--- src/rtl/irq_ctrl.sv ---
// Programmable interrupt controller: synchronizes sources into pending flags,
// prioritizes them by programmable level and drives registered IPL to the 68000.
module irq_ctrl #(
    parameter int unsigned NUM_SRC = 4
) (
    input  logic               clk,
    input  logic               reset,
    input  logic [NUM_SRC-1:0] src_in,
    input  logic               cs,
    input  logic [1:0]         wr,
    input  logic [2:0]         address,
    input  logic [15:0]        din,
    output logic [15:0]        dout,
    input  logic [2:0]         cpu_fc,
    input  logic               cpu_as_n,
    input  logic [2:0]         iack_level,
    output logic [2:0]         ipl_n
);

    localparam int unsigned LW = 3 * NUM_SRC;

    localparam logic [2:0] A_ENABLE  = 3'd0;
    localparam logic [2:0] A_PENDING = 3'd1;
    localparam logic [2:0] A_MODE    = 3'd2;
    localparam logic [2:0] A_LEVEL   = 3'd3;
    localparam logic [2:0] A_STATUS  = 3'd4;
    localparam logic [2:0] A_FORCE   = 3'd5;

    logic [NUM_SRC-1:0] sync1, sync2, prev;
    logic [NUM_SRC-1:0] enable, mode, pending;
    logic [LW-1:0]      level;
    logic               spur;
    logic               iack_q;

    logic [15:0]        wmask, wdata;
    logic [NUM_SRC-1:0] edge_det, req, match, iack_clr, pset, pclr, pending_nxt;
    logic [2:0]         out_level, winner;
    logic               iack_cond, iack_det, found, spur_nxt;
    logic               unused_bits;

    assign wmask       = cs ? {{8{wr[1]}}, {8{wr[0]}}} : 16'h0000;
    assign wdata       = din & wmask;
    assign unused_bits = ^{wdata, wmask};

    assign edge_det  = sync2 & ~prev;
    assign iack_cond = ~cpu_as_n & (cpu_fc == 3'b111);
    assign iack_det  = iack_cond & ~iack_q;

    // Requests, highest-level winner (lowest index on ties) and IACK match
    always_comb begin
        req       = '0;
        match     = '0;
        iack_clr  = '0;
        out_level = 3'd0;
        winner    = 3'd0;
        found     = 1'b0;
        for (int s = 0; s < int'(NUM_SRC); s++) begin
            req[s]   = pending[s] & enable[s] & (level[3*s +: 3] != 3'd0);
            match[s] = req[s] & (level[3*s +: 3] == iack_level);
            if (req[s] && (level[3*s +: 3] > out_level)) begin
                out_level = level[3*s +: 3];
                winner    = 3'(s);
            end
            if (match[s] && mode[s] && !found) begin
                iack_clr[s] = 1'b1;
                found       = 1'b1;
            end
        end
    end

    // Pending update: edge sources set-wins over clear, level sources track sync
    always_comb begin
        pset        = edge_det | ((address == A_FORCE) ? wdata[NUM_SRC-1:0] : '0);
        pclr        = ((address == A_PENDING) ? wdata[NUM_SRC-1:0] : '0)
                    | (iack_det ? iack_clr : '0);
        pending_nxt = '0;
        for (int s = 0; s < int'(NUM_SRC); s++) begin
            pending_nxt[s] = mode[s] ? (pset[s] | (pending[s] & ~pclr[s])) : sync2[s];
        end
        spur_nxt = (spur & ~((address == A_STATUS) & wdata[15])) | (iack_det & ~(|match));
    end

    always_ff @(posedge clk or posedge reset) begin
        if (reset) begin
            sync1   <= '0;
            sync2   <= '0;
            prev    <= '0;
            enable  <= '0;
            mode    <= '0;
            pending <= '0;
            level   <= '0;
            spur    <= 1'b0;
            iack_q  <= 1'b0;
            ipl_n   <= 3'b111;
        end else begin
            sync1   <= src_in;
            sync2   <= sync1;
            prev    <= sync2;
            iack_q  <= iack_cond;
            pending <= pending_nxt;
            spur    <= spur_nxt;
            ipl_n   <= ~out_level;
            if (address == A_ENABLE)
                enable <= (enable & ~wmask[NUM_SRC-1:0]) | wdata[NUM_SRC-1:0];
            if (address == A_MODE)
                mode <= (mode & ~wmask[NUM_SRC-1:0]) | wdata[NUM_SRC-1:0];
            if (address == A_LEVEL)
                level <= (level & ~wmask[LW-1:0]) | wdata[LW-1:0];
        end
    end

    always_comb begin
        dout = 16'h0000;
        case (address)
            A_ENABLE:  dout = 16'(enable);
            A_PENDING: dout = 16'(pending);
            A_MODE:    dout = 16'(mode);
            A_LEVEL:   dout = 16'(level);
            A_STATUS:  dout = {spur, 7'd0, |req, winner, 1'b0, out_level};
            default:   dout = 16'h0000;
        endcase
    end

endmodule
--- config.mk ---
export PLATFORM = sky130hd
export DESIGN_NAME = irq_ctrl
export DESIGN_NICKNAME = d
export VERILOG_FILES = /design/src/rtl/irq_ctrl.sv
export SDC_FILE = /design/constraint.sdc
export NUM_CORES = 1
export LEC_CHECK = 0
export CORE_UTILIZATION = 45
export CTS_BUF_LIST = sky130_fd_sc_hd__clkbuf_4
export CTS_CLUSTER_SIZE = 16
export DETAILED_ROUTE_END_ITERATION = 16
export PLACE_DENSITY_LB_ADDON = 0.25
export RECOVER_POWER = 100
export SLEW_MARGIN = 20
export SYNTH_ARGS = -nofsm -noshare
export SYNTH_HDL_FRONTEND = slang
export SYNTH_SLANG_ARGS = --single-unit
--- constraint.sdc ---
create_clock -name clk -period 7.3 [get_ports clk]
set_input_delay 1.46 -clock clk [delete_from_list [all_inputs] [get_ports clk]]
set_output_delay 1.46 -clock clk [all_outputs]
set_load 0.05 [all_outputs]
==> results.json <==
{
  "run_status": "complete, but fails checks",
  "failed_checks": "design-rule violations, max-capacitance violations, max-slew violations",
  "rsz0062_at_grt": "no",
  "synth_top_flop_cell": "sky130_fd_sc_hd__dfrtp_1",
  "pwr_density_cell_nw_per_um2": 263,
  "initial_core_utilization_pct": 46.5,
  "drt_drc_violations_left": 1,
  "vias": 1917,
  "final_setup_slack_of_the_worst_path_ps": 390,
  "final_nets": 310,
  "power.clock.fraction_pct": 19.7,
  "postRouteAntennaNets": 0,
  "drv_slew": 42,
  "fp.coreArea_um2": 5070,
  "place_congestion": 0.864,
  "yosysSeqAreaShare_pct": 43.6,
  "crit_family": "compound AO/OA/AOI/OAI gates",
  "crit_slowest_cell": "sky130_fd_sc_hd__dlygate4sd3_1",
  "relSlewSlack_pct": -40.0,
  "clock-sinks": 41,
  "worst_skew_pair_later_pin_latency_ps": 360,
  "post_synth.cell_area_avg_um2": 10.8,
  "finalHoldViolations": 0,
  "critPathMaxStageDelay_ps": 760,
  "grt_util_all_layers_pct": 21.2,
  "initialDrtViolationCount": 105,
  "cell_area_after_technology_mapping_um2": 2360,
  "diodes": 0,
  "detailedPlace.worstSlack_ps": 513,
  "floorplan.die.width_um": 74.5,
  "design.die.area_um2": 5540,
  "cts_hold_buffers": 0,
  "number_of_maximum_capacitance_violations": 1,
  "max-clock-path-buffers": 2,
  "tightestPinTransition_ps": 2100,
  "ctsHtreeMaxLevel": 2,
  "timing.critical_path.buf_inv": 1,
  "grt_first_pass_wirelength_um": 8630,
  "timing.setup.critical_path_class": "flip-flop to output port",
  "finalSetupViolations": 0,
  "via_per_inst": 5.69,
  "post_synth_edffs": 0,
  "timing.hold.worst.class": "flip-flop to flip-flop",
  "num_rows": 26,
  "grt_max_degree": 42,
  "cellLeakagePower_nw": 1.27,
  "crit_required_ps": 5840,
  "tritoncts_clock_tree": "yes",
  "netlist_top_cells_count": "sky130_fd_sc_hd__dfrtp_1, sky130_fd_sc_hd__nand2_1, sky130_fd_sc_hd__mux2_2",
  "filler_cell_count": 479,
  "comb_power_share_pct": 37.9,
  "die-height_um": 74.5,
  "layout-area-overhead-vs-synth_pct": 25.1,
  "worst_path_most_repeated_cell": "sky130_fd_sc_hd__o21a_1",
  "critical_path.startpoint_type": "flip-flop",
  "clockRootBuffer": "sky130_fd_sc_hd__clkbuf_4",
  "top_level_ports": 54,
  "cp_max_fo": 9,
  "route.met3.wl_um": 218,
  "detailroute.wirelength.met2_um": 2660,
  "io_buffer_count": 47,
  "ys_top_cells_by_area": "sky130_fd_sc_hd__dfrtp_1, sky130_fd_sc_hd__mux2_2, sky130_fd_sc_hd__ha_1",
  "syn-instance-count": 218,
  "power_switching_w": 0.000299,
  "detail_route.first_pass.iterations": 10,
  "synth_top_cell_by_area": "sky130_fd_sc_hd__dfrtp_1",
  "layout_min_cycle_time_ps": 6910,
  "timing.critical_path.to_type": "output port",
  "fmax_mhz": 145,
  "wl_per_cell_um": 16.2,
  "power.sequential.fraction_pct": 42.4,
  "drt_wl_total_um": 5470,
  "routed.top_layer": "met4",
  "finalSetupTns_ps": 0,
  "number_of_antenna_violations_at_the_first_check_in_global_routing": 0,
  "clock-skew-final_ps": 11.7,
  "synth_cell_types": 48,
  "grt_pass1_vias": 1734,
  "yosys_warnings": 0,
  "routedLengthMet1_um": 2510,
  "cts-buffers-inserted": 5,
  "place.detailed.hpwl_um": 4120,
  "yosysTopAreaCellShare_pct": 40.3,
  "clk_transition_reported_paths_ps": 120,
  "cp.arrival_ps": 5450,
  "ys_ff_latch": 41,
  "power.ir.vdd_worst_uv": 147,
  "yosysMostFrequentCell": "sky130_fd_sc_hd__dfrtp_1",
  "swShare_pct": 38.4,
  "critical_path.cell_chain": "nand3_1, ha_1, nor2b_1, o21a_1, o211a_1, nor2_1, a21oi_1, ha_1, nor2b_1, o21a_1, o21ai_2, o221ai_1, nand2_1, ha_1, nor2b_1, o21a_1, o21a_1, a32o_1, a41o_1, dlygate4sd3_1",
  "layout_worst_path_cycle_share_pct": 94.7,
  "internal_power_w": 0.000478,
  "ys_async_sr_fraction_pct": 100,
  "gr-total-overflow": 0,
  "drive_above_1_share_pct": 14.2
}
## layout make-up
type	count	area (um2)	share of cell area [%]
Clock buffer	6	45.0	1.52
Sequential cell	41	1030	34.8
Inverter	7	26.3	0.889
Clock inverter	2	38.8	1.31
Multi-Input combinational cell	163	1260	42.6
Timing Repair Buffer	48	468	15.8
Tap cell	70	87.6	2.96
## power groups by stage
stage | registers (W) | logic [W] | clock network (W)
final | 0.000329 | 0.000294 | 0.000153
after global routing | 0.000337 | 0.000323 | 0.000166
after CTS | 0.000328 | 0.000300 | 0.000158
after detailed placement | 0.000333 | 0.000298 | 0
after global placement | 0.000331 | 0.000291 | 0
after floorplan | 0.000347 | 0.000191 | 0
## cell usage in the layout, fill, tap and decap left out, types with 7 or more instances in the layout
cell / n
sky130_fd_sc_hd__inv_1: 7
sky130_fd_sc_hd__nand2_1: 22
sky130_fd_sc_hd__dlygate4sd3_1: 24
sky130_fd_sc_hd__clkdlybuf4s50_1: 22
sky130_fd_sc_hd__and2_1: 9
sky130_fd_sc_hd__nor2_1: 8
sky130_fd_sc_hd__xor2_1: 12
sky130_fd_sc_hd__nand3_1: 9
sky130_fd_sc_hd__mux2_2: 17
sky130_fd_sc_hd__dfrtp_1: 38
sky130_fd_sc_hd__ha_1: 9
## layer usage
layer	vias to the layer above	global-route usage [%]
li1	911	-
met1	947	27.7
met2	50	35.5
met3	9	3.79
met4	0	7.34
met5	-	0
## stage by stage
stage | hold WS (ps) | util, % | instances | area [um2] | total power [W]
2_1_floorplan | 331 | - | 220 | 2370 | 0.000539
3_3_place_gp | 335 | 56.7 | 329 | 2880 | 0.000622
6_report | 363 | 58.2 | 337 | 2960 | 0.000777
5_1_grt | 370 | 58.2 | 337 | 2960 | 0.000826
3_5_place_dp | 338 | 56.7 | 329 | 2880 | 0.000631
4_1_cts | 367 | 58.4 | 337 | 2960 | 0.000786
## final timing paths
check	start	end	slack, ps	cells after the start
max in group asynchronous	reset	pending[3]$_DFF_PP0_	3810	3
worst min-delay path	sync1[1]$_DFF_PP0_	sync2[1]$_DFF_PP0_	360	0
worst max-delay path	pending[0]$_DFF_PP0_	dout[2]	390	20
worst min register to register	sync1[1]$_DFF_PP0_	sync2[1]$_DFF_PP0_	360	0
min in group asynchronous	reset	async pin	2300	3
worst max register to register	pending[0]$_DFF_PP0_	ipl_n[2]$_DFF_PP1_	3030	19
## logic make-up after synthesis
family	count (synthesis)	synth area share [%]
compound gates	47	16.2
xor+xnor	12	4.45
fa+ha+maj	9	4.77
buf+inv	16	3.55
flops	41	43.6
mux	21	11.9
other cells	1	0.159
simple gates	71	15.4
## repair_timing
| action | in CTS | in global routing |
|---|---|---|
| setup endpoints to repair | 0 | 5 |
| setup buffers | 0 | 0 |
| resized for setup | 0 | 3 |
No activity file was read; power rests on OpenSTA's default activity.
